<file path="src/rtl/mux_sync_tx_sched.sv">
// Source-domain scheduler for the mux-recirculation CDC channel: round-robin grant among N_REQ
// requesters, each word held on en/data for HOLD_CYC cycles, then GAP_CYC cycles of quiet.
module mux_sync_tx_sched #(
    parameter int N_REQ    = 4,
    parameter int DW       = 8,
    parameter int HOLD_CYC = 9,
    parameter int GAP_CYC  = 6,
    localparam int IDW     = (N_REQ > 1) ? $clog2(N_REQ) : 1
) (
    input  logic                clka,
    input  logic                rstn,
    input  logic [N_REQ-1:0]    req,
    input  logic [N_REQ*DW-1:0] req_data,
    output logic [N_REQ-1:0]    gnt,
    output logic                en,
    output logic [DW-1:0]       data,
    output logic                busy,
    output logic [IDW-1:0]      last_id
);

    localparam int CNT_MAX = (HOLD_CYC > GAP_CYC) ? HOLD_CYC : GAP_CYC;
    localparam int CW      = $clog2(CNT_MAX + 1);

    typedef enum logic [1:0] {ST_IDLE, ST_HOLD, ST_GAP} state_t;

    state_t           state_q, state_d;
    logic [CW-1:0]    cnt_q, cnt_d;
    logic [N_REQ-1:0] gnt_q, gnt_d;
    logic             en_q, en_d;
    logic [DW-1:0]    data_q, data_d;
    logic             busy_q, busy_d;
    logic [IDW-1:0]   last_id_q, last_id_d;

    logic [DW-1:0]    word [N_REQ];
    logic             req_any;
    logic [IDW-1:0]   win;

    generate
        for (genvar gi = 0; gi < N_REQ; gi++) begin : g_unpack
            assign word[gi] = req_data[gi*DW +: DW];
        end
    endgenerate

    // Search last_id+1, last_id+2, ... ; iterating from the far end lets the nearest hit win.
    always_comb begin
        int idx;
        idx     = 0;
        req_any = 1'b0;
        win     = '0;
        for (int k = N_REQ; k >= 1; k--) begin
            idx = (int'(last_id_q) + k) % N_REQ;
            if (req[idx[IDW-1:0]]) begin
                req_any = 1'b1;
                win     = idx[IDW-1:0];
            end
        end
    end

    always_comb begin
        state_d   = state_q;
        cnt_d     = cnt_q;
        gnt_d     = '0;
        en_d      = en_q;
        data_d    = data_q;
        busy_d    = busy_q;
        last_id_d = last_id_q;
        case (state_q)
            ST_IDLE: begin
                if (req_any) begin
                    state_d    = ST_HOLD;
                    cnt_d      = CW'(1);
                    gnt_d[win] = 1'b1;
                    en_d       = 1'b1;
                    data_d     = word[win];
                    busy_d     = 1'b1;
                    last_id_d  = win;
                end
            end
            ST_HOLD: begin
                if (cnt_q == CW'(HOLD_CYC)) begin
                    state_d = ST_GAP;
                    cnt_d   = CW'(1);
                    en_d    = 1'b0;
                end else begin
                    cnt_d = cnt_q + 1'b1;
                end
            end
            ST_GAP: begin
                // data is left untouched here so the far side never sees it move under a live sync path
                if (cnt_q == CW'(GAP_CYC)) begin
                    state_d = ST_IDLE;
                    cnt_d   = '0;
                    busy_d  = 1'b0;
                end else begin
                    cnt_d = cnt_q + 1'b1;
                end
            end
            default: begin
                state_d = ST_IDLE;
                cnt_d   = '0;
                en_d    = 1'b0;
                busy_d  = 1'b0;
            end
        endcase
    end

    always_ff @(posedge clka or negedge rstn) begin
        if (!rstn) begin
            state_q   <= ST_IDLE;
            cnt_q     <= '0;
            gnt_q     <= '0;
            en_q      <= 1'b0;
            data_q    <= '0;
            busy_q    <= 1'b0;
            last_id_q <= IDW'(N_REQ - 1);
        end else begin
            state_q   <= state_d;
            cnt_q     <= cnt_d;
            gnt_q     <= gnt_d;
            en_q      <= en_d;
            data_q    <= data_d;
            busy_q    <= busy_d;
            last_id_q <= last_id_d;
        end
    end

    assign gnt     = gnt_q;
    assign en      = en_q;
    assign data    = data_q;
    assign busy    = busy_q;
    assign last_id = last_id_q;

endmodule
</file>
<file path="config.mk">
export PLATFORM = sky130hd
export DESIGN_NAME = mux_sync_tx_sched
export DESIGN_NICKNAME = d
export VERILOG_FILES = /design/src/rtl/mux_sync_tx_sched.sv
export SDC_FILE = /design/constraint.sdc
export NUM_CORES = 1
export LEC_CHECK = 0
export CAP_MARGIN = 0
export CORE_AREA = 2 2 48 72
export DETAILED_ROUTE_END_ITERATION = 6
export DIE_AREA = 0 0 50 74
export GPL_TIMING_DRIVEN = 0
export PLACE_DENSITY = 0.91
export SETUP_SLACK_MARGIN = 0.1
export SYNTH_ARGS = -nofsm -noshare
export SYNTH_HDL_FRONTEND = slang
export SYNTH_SLANG_ARGS = --single-unit
</file>
<file path="constraint.sdc">
create_clock -name clka -period 5.35 [get_ports clka]
set_input_delay 1.07 -clock clka [delete_from_list [all_inputs] [get_ports clka]]
set_output_delay 1.07 -clock clka [all_outputs]
set_load 0.01 [all_outputs]
</file>
==> impl_metrics.tcl, run 1 <==
set metrics [dict create \
    synth_edf_count 0 \
    crit_buf_inv 1 \
    ioPinCount 54 \
    core_area_um2 3100 \
    critPathKind "input pin to flip-flop" \
    cts.clk_slew.worst_paths_ns 0.08 \
    area_delta_synth_final_pct 45.6 \
    hold_violations 0 \
    syn-cell-area_um2 1400 \
    rows 25 \
    synth_flop_cell "dfrtp_1" \
    final_cell_mix "53 x clkdlybuf4s50_1, 20 x dfrtp_1, 15 x nor2_1" \
    initial_utilization 0.451 \
    crit_fanout 10 \
    die_x_um 50 \
    fin_ws_ns 2.47 \
    first_global_vias 1281 \
    antenna_cells 0 \
    place.gp.congestion 0.885 \
    power_density_nw_per_um2 450 \
    dp_cells 239 \
    ant_nets 0 \
    cpLargestDelayFamily "simple AND/OR/NAND/NOR gates" \
    fmax_mhz 347 \
    root_buffer "clkbuf_8" \
    hp-class "flip-flop to flip-flop" \
    final-max-slew-violation-count 0 \
    met3_usage 0.0201 \
    htree_num_levels 1 \
    report.final.setup_viol 0 \
    critPathCaptureType "flip-flop" \
    p_leak_nw 0.837 \
    worst_pin_slew_ns 1.00 \
    cts_resized 0 \
    routed_wl_mm 3.48 \
    fin_crit_ns 2.88 \
    drive_gt1_frac 0.138 \
    relSlewSlack 0.328 \
    grt_most_used_layer "met2" \
    stdcell_count 243 \
    cts_buffer_depth 2 \
    rsz0062_at_grt "false" \
    nNetsFinal 242 \
    critPathSlowestCell "nor4_1" \
    grt_start_max_net_pins 23 \
    synthArstFlopShare 1.00 \
    vias 1333 \
    synth_cell_type_count 41 \
    numCtsBuffers 3 \
    worstPathCellList "clkdlybuf4s50_1, nor4_1, nor3_2, nand2_4, a211oi_2, a211oi_1" \
    port_buffers 53 \
    grt_pass1_wl_mm 5.71 \
    drtIter0Drc 21 \
    dp.final_hpwl_mm 2.65 \
    die_y_um 74 \
    ys_ff_latch 22 \
    ys_warn_count 0 \
    fin_crit_sh 0.538 \
    clkSinkCount 22 \
    drv_cap 0 \
    firstDrtPassIters 4 \
    critPathMaxStageDelay_ns 0.67 \
    worstPathRequired_ns 5.51 \
    wl_per_cell_um 14.3 \
    cp_data_arrival_time_ns 3.04 \
    grt_util_met1 0.227 \
    met2_usage 0.377 \
    avgSynthCellArea_um2 9.56 \
    holdBufCountCts 0 \
    final_common_cell "clkdlybuf4s50_1" \
    post-place-ws_ns 2.29 \
    syn_inst 146 \
    setup_tns_ns 0 \
    cts_tree "yes" \
    worstSkewPairLatency_ns 0.26 \
    vdd_drop_max_v 0.000278 \
    synth.net_count 184 \
    cp-start-kind "input pin" \
    grt_use_total 0.196 \
    fill_cells 260 \
    outcome "finished, final reports clean" \
    yosysSeqAreaShare 0.396 \
    die_area_um2 3700 \
    drc 0 \
    grt_overflow 0 \
    via_per_inst 5.49 \
    antenna_found_initial 0 \
    post_cts_buffers 0 \
    fin_skew_ns 0.00275 \
]
-- where the power goes --
part | internal [mW] | switching, mW
clock network | 0.0656 | 0.0550
registers | 0.238 | 0.0465
logic | 0.260 | 0.249
total | 0.564 | 0.350
-- area by class of cell --
cell class	count	area (um2)	share of cell area
Multi-Input combinational cell	106	733	0.361
Sequential cell	22	553	0.272
Timing Repair Buffer	53	531	0.261
Buffer	9	75.1	0.0370
Clock buffer	4	55.1	0.0271
Tap cell	40	50.0	0.0246
Inverter	9	33.8	0.0166
-- worst reg2reg max path, delay by kind of cell, from the launching register on --
family / cells / cell delay [ns]
simple gates: 2 / 0.89
compound gates: 2 / 0.35
flops: 1 / 0.39
buf+inv: 1 / 0.22
-- path summary, 6_finish.rpt --
kind / start / endpoint / slack [ns] / cells after the start
worst min register to register: en$_DFFE_PN0P_ / en$_DFFE_PN0P_ / 0.52 / 2
min in group asynchronous: rstn / data[3]$_DFFE_PN0P_ / 1.36 / 1
worst max register to register: state_q[1]$_DFFE_PN0P_ / data[7]$_DFFE_PN0P_ / 3.38 / 5
worst max-delay path: req[3] / data[5]$_DFFE_PN0P_ / 2.47 / 6
worst min-delay path: en$_DFFE_PN0P_ / en$_DFFE_PN0P_ / 0.52 / 2
max in group asynchronous: rstn / state_q[1]$_DFFE_PN0P_ / 3.39 / 1
-- flip-flops by register name, summed over array words and instances (netlist names) --
register / flops
state_q: 2
en: 1
cnt_q: 4
data: 8
gnt: 4
last_id: 2
busy: 1
-- metrics by stage --
| step | cell area (um2) | power (mW) | utilization | hold slack, ns |
|---|---|---|---|---|
| after global routing | 2030 | 0.973 | 0.656 | 0.538 |
| final | 2030 | 0.915 | 0.656 | 0.519 |
| after detailed placement | 1980 | 0.800 | 0.638 | 0.502 |
| after global placement | 1980 | 0.780 | 0.638 | 0.486 |
| after CTS | 2030 | 0.921 | 0.656 | 0.520 |
| after floorplan | 1400 | 0.607 | - | 0.510 |
-- Yosys cell counts (all sizes together), types with 2 or more instances --
cell,count,share of area
a211oi,16,0.11
buf,3,0.037
a21o,4,0.022
nand3,3,0.011
inv,9,0.024
nor2b,3,0.019
dfrtp,20,0.36
a21oi,3,0.011
o221ai,2,0.013
nand2b,4,0.018
o21ai,8,0.039
or2,2,0.0090
clkbuf,6,0.017
dfstp,2,0.038
nor2,16,0.045
nand2,10,0.032
mux2i,8,0.057
a31oi,9,0.040
nor3,5,0.025
-- metal layers --
layer	wire length, um	part of all wire
met5	0	0
met3	171	0.049
met4	32	0.0092
met2	1940	0.56
met1	1330	0.38
-- logic make-up (layout without fill, tap and decap cells) --
| logic type | count (synthesis) | after routing | synth area share |
|---|---|---|---|
| AND/OR/NAND/NOR | 51 | 51 | 0.204 |
| AO/OA/AOI/OAI | 47 | 47 | 0.264 |
| flip-flops | 22 | 22 | 0.396 |
| buffers and inverters | 18 | 75 | 0.0780 |
| multiplexers | 8 | 8 | 0.0574 |
(Power assumes the default switching activity.)
==> run 2: changes to the inputs <==
Settings changed: CORE_AREA 2 2 48 72 to 2 2 50 75, DIE_AREA 0 0 50 74 to 0 0 52 77, PLACE_DENSITY 0.91 to 0.86.
Clock period 5.35 ns to 2.7 ns, I/O delays scaled along.
==> impl_metrics.tcl, run 2 (synthesis gave the netlist of run 1 again) <==
set metrics [dict create \
    outcome "finished, final reports clean" \
    htree_num_levels 1 \
    via_per_inst 5.39 \
    grt_use_total 0.186 \
    total_power_mw 1.81 \
    initial_utilization 0.416 \
    dp.final_hpwl_mm 2.56 \
    wirelength_met1_mm 1.40 \
    final_cell_mix "53 x clkdlybuf4s50_1, 20 x dfrtp_1, 15 x nor2_1" \
    worst_pin_slew_ns 0.983 \
    hold_violations 0 \
    antenna_found_initial 0 \
    reg2reg_from "state_q[1]$_DFFE_PN0P_" \
    worstPathRequired_ns 2.83 \
    cp_data_arrival_time_ns 2.45 \
    p_clk_frac 0.131 \
    rows 26 \
    rsz0062_at_grt "false" \
    ioPinCount 54 \
    place.gp.congestion 0.871 \
    cts_tree "yes" \
    holdBufCountCts 0 \
    cts.clk_slew.worst_paths_ns 0.08 \
    area_delta_synth_final_pct 45.7 \
    drtIter0Drc 24 \
    routed_wl_mm 3.40 \
    placed_area_um2 1980 \
    relSlewSlack 0.343 \
    nNetsFinal 242 \
    swShare 0.381 \
    hp-start "en$_DFFE_PN0P_" \
    fin_crit_sh 0.860 \
    top_layer "met4" \
    p_leak_nw 0.837 \
    port_buffers 53 \
    vias 1321 \
    grt_overflow 0 \
    ant_nets 0 \
    met3_length_um 162 \
    cts_resized 0 \
    wl_met2_mm 1.79 \
    hp-class "flip-flop to flip-flop" \
    vdd_drop_max_v 0.000600 \
    dp_cells 241 \
    antenna_cells 0 \
    combPwrFrac 0.557 \
    cp-start-kind "input pin" \
    critPathKind "input pin to flip-flop" \
    stdcell_count 245 \
    drive_gt1_frac 0.138 \
    die_area_um2 4000 \
    fill_cells 283 \
    wl_per_cell_um 13.9 \
    grt_start_max_net_pins 23 \
    setup_tns_ns 0 \
    fin_util 0.607 \
    power_density_nw_per_um2 889 \
    numCtsBuffers 3 \
    p_int_mw 1.12 \
    netSwitchingPower_uw 689 \
    grt_pass1_wl_mm 5.71 \
    worstSkewPairLatency_ns 0.26 \
    drc 0 \
    seqPwrFrac 0.312 \
    clkSinkCount 22 \
    cts_buffer_depth 2 \
    die_x_um 52 \
    post_cts_buffers 0 \
    first_global_vias 1311 \
    final_common_cell "clkdlybuf4s50_1" \
    fin_crit_ns 2.32 \
    report.final.setup_viol 0 \
    root_buffer "clkbuf_8" \
    fin_skew_ns 0.00337 \
    crit_start "req[1]" \
    die_y_um 77 \
    fmax_mhz 431 \
    fin_ws_ns 0.378 \
    crit_fanout 10 \
    drv_cap 0 \
    critPathCaptureType "flip-flop" \
    largest_reg_flops 8 \
    firstDrtPassIters 4 \
    final-max-slew-violation-count 0 \
    finalInstanceArea_um2 2030 \
    core_area_um2 3350 \
    post-place-ws_ns 0.102 \
    whs_ns 0.512 \
]
## run 2: cell counts in the layout (fill, tap and decap cells not counted)
No cell type changed its count.
## run 2: power groups by stage
stage / sequential, mW / clock (mW) / combinational, mW
6_report: 0.563 / 0.237 / 1.01
4_1_cts: 0.564 / 0.241 / 1.01
3_3_place_gp: 0.565 / 0 / 0.988
5_1_grt: 0.580 / 0.256 / 1.10
3_5_place_dp: 0.570 / 0 / 1.01
2_1_floorplan: 0.601 / 0 / 0.601
## run 2: worst max-delay path, stage by stage
cell	delay, ns
clkdlybuf4s50_1	0.58
nor4_1	0.13
nor3_2	0.61
nand2_4	0.24
a211oi_1	0.27
a211oi_1	0.08
## run 2: worst paths after layout
check	to	slack [ns]	depth (start not counted)
min reg2reg	en$_DFFE_PN0P_	0.51	2
max	data[1]$_DFFE_PN0P_	0.38	6
min in group asynchronous	data[7]$_DFFE_PN0P_	0.81	1
min	en$_DFFE_PN0P_	0.51	2
max reg2reg	data[1]$_DFFE_PN0P_	0.71	5
max in group asynchronous	data[0]$_DFFE_PN0P_	1.29	1
## run 2: layer usage
layer / GRT usage / vias to the layer above
met5: 0 / -
li1: - / 648
met4: 0.0737 / 0
met2: 0.325 / 43
met3: 0.0331 / 5
met1: 0.216 / 625
## run 2: cell type report
type | count | area [um2] | area share
multi-input combinational | 106 | 733 | 0.361
sequential | 22 | 553 | 0.272
timing repair buffer | 53 | 531 | 0.261
buffer | 9 | 75.1 | 0.0369
clock buffer | 4 | 55.1 | 0.0271
tap | 42 | 52.6 | 0.0258
inverter | 9 | 33.8 | 0.0166
==> run 3: changes to the inputs <==
Settings changed: CORE_AREA 2 2 50 75 to 3 3 51 76, DIE_AREA 0 0 52 77 to 0 0 54 79.
==> impl_metrics.tcl, run 3 (synthesis gave the netlist of run 1 again) <==
set metrics [dict create \
    fill_cells 267 \
    crit_start "req[3]" \
    nNetsFinal 242 \
    crit_fanout 10 \
    drv_cap 0 \
    firstDrtPassIters 4 \
    cts_tree "yes" \
    critPathCaptureType "flip-flop" \
    worst-path-stages 6 \
    wl_per_cell_um 14.7 \
    port_buffers 53 \
    crit_buf_inv 1 \
    fin_skew_ns 0.00388 \
    final_cell_mix "53 x clkdlybuf4s50_1, 20 x dfrtp_1, 15 x nor2_1" \
    root_buffer "clkbuf_8" \
    post_cts_buffers 0 \
    drtIter0Drc 54 \
    power_density_nw_per_um2 884 \
    grt_use_total 0.188 \
    ioPinCount 54 \
    grt_pass1_wl_mm 6.11 \
    report.final.setup_viol 0 \
    fmax_mhz 432 \
    p_leak_nw 0.831 \
    post-place-ws_ns 0.120 \
    reg2regPathDepth 5 \
    clkSinkCount 22 \
    htree_num_levels 1 \
    first_global_vias 1395 \
    hold_violations 0 \
    relSlewSlack 0.327 \
    holdBufCountCts 0 \
    worstPathCellList "clkdlybuf4s50_1, nor4_1, nor3_2, nand2_4, a211oi_1, a211oi_1" \
    path_common_cell "a211oi_1" \
    whs_ns 0.521 \
    worstSkewPairLatency_ns 0.26 \
    grt_overflow 0 \
    cp-start-kind "input pin" \
    r2r_end "data[1]$_DFFE_PN0P_" \
    antenna_cells 0 \
    cts_resized 0 \
    total_power_mw 1.79 \
    grt_start_max_net_pins 23 \
    cts.clk_slew.worst_paths_ns 0.08 \
    worstPathRequired_ns 2.83 \
    critPathKind "input pin to flip-flop" \
    fin_ws_ns 0.384 \
    vdd_drop_max_v 0.000595 \
    critPathMaxStageDelay_ns 0.62 \
    routed_wl_mm 3.56 \
    antenna_found_initial 0 \
    worst_pin_slew_ns 1.01 \
    cts_buffer_depth 2 \
    hp-class "flip-flop to flip-flop" \
    dp.final_hpwl_mm 2.72 \
    area_delta_synth_final_pct 44.8 \
    crit_path_end "data[1]$_DFFE_PN0P_" \
    fin_crit_ns 2.32 \
    vias 1337 \
    fin_crit_sh 0.858 \
    die_area_um2 4270 \
    dp_cells 239 \
    reg2reg_from "state_q[1]$_DFFE_PN0P_" \
    setup_tns_ns 0 \
    place.gp.congestion 0.765 \
    stdcell_count 243 \
    final-max-slew-violation-count 0 \
    drive_gt1_frac 0.133 \
    outcome "finished, final reports clean" \
    largest_reg_flops 8 \
    via_per_inst 5.50 \
    fin_util 0.627 \
    placed_area_um2 1980 \
    final_common_cell "clkdlybuf4s50_1" \
    ant_nets 0 \
    initial_utilization 0.433 \
    r2r_slack_ns 0.67 \
    critPathSlowestCell "nor3_2" \
    die_y_um 79 \
    core_area_um2 3220 \
    cpLargestDelayFamily "simple AND/OR/NAND/NOR gates" \
    die_x_um 54 \
    drc 0 \
    finalInstanceArea_um2 2020 \
    cp_data_arrival_time_ns 2.45 \
    numCtsBuffers 3 \
    rows 25 \
    rsz0062_at_grt "false" \
]
## run 3: cell count changes in the layout (fill, tap and decap cells not counted)
cell,change
clkbuf_1,+1
clkbuf_8,-1
## run 3: power by group
part / internal [mW] / switching [mW]
Sequential: 0.472 / 0.0938
Combinational: 0.515 / 0.492
Clock: 0.105 / 0.107
Total: 1.09 / 0.693
## run 3: metal layers
layer / global-route usage / up-vias / part of all wire
li1: - / 647 / -
met1: 0.209 / 643 / 0.39
met2: 0.351 / 40 / 0.55
met3: 0.0281 / 7 / 0.044
met4: 0.0499 / 0 / 0.016
met5: 0 / - / 0
## run 3: layout make-up
cell class	instances	area, um2	area share
plain buffers	9	75.1	0.0372
inverters	9	33.8	0.0167
clock buffers	4	45.0	0.0223
well taps	40	50.0	0.0248
flip-flops and latches	22	553	0.274
repair buffers	53	531	0.263
multi-input cells	106	733	0.363
## run 3: worst min path at each step
stage	depth (start not counted)	endpoint	slack [ns]	startpoint
after floorplan	0	busy$_DFFE_PN0P_	0.24	rstn
after global routing	2	last_id[0]$_DFFE_PN1P_	0.56	last_id[0]$_DFFE_PN1P_
after CTS	2	en$_DFFE_PN0P_	0.53	en$_DFFE_PN0P_
after detailed placement	2	en$_DFFE_PN0P_	0.51	en$_DFFE_PN0P_
final	2	en$_DFFE_PN0P_	0.52	en$_DFFE_PN0P_
after global placement	2	en$_DFFE_PN0P_	0.49	en$_DFFE_PN0P_
## run 3: worst reg2reg max path: cells and delay by family (launching register included)
family / cells / cell delay, ns
flip-flops: 1 / 0.38
buffers and inverters: 1 / 0.23
AND/OR/NAND/NOR: 2 / 0.93
AO/OA/AOI/OAI: 2 / 0.35
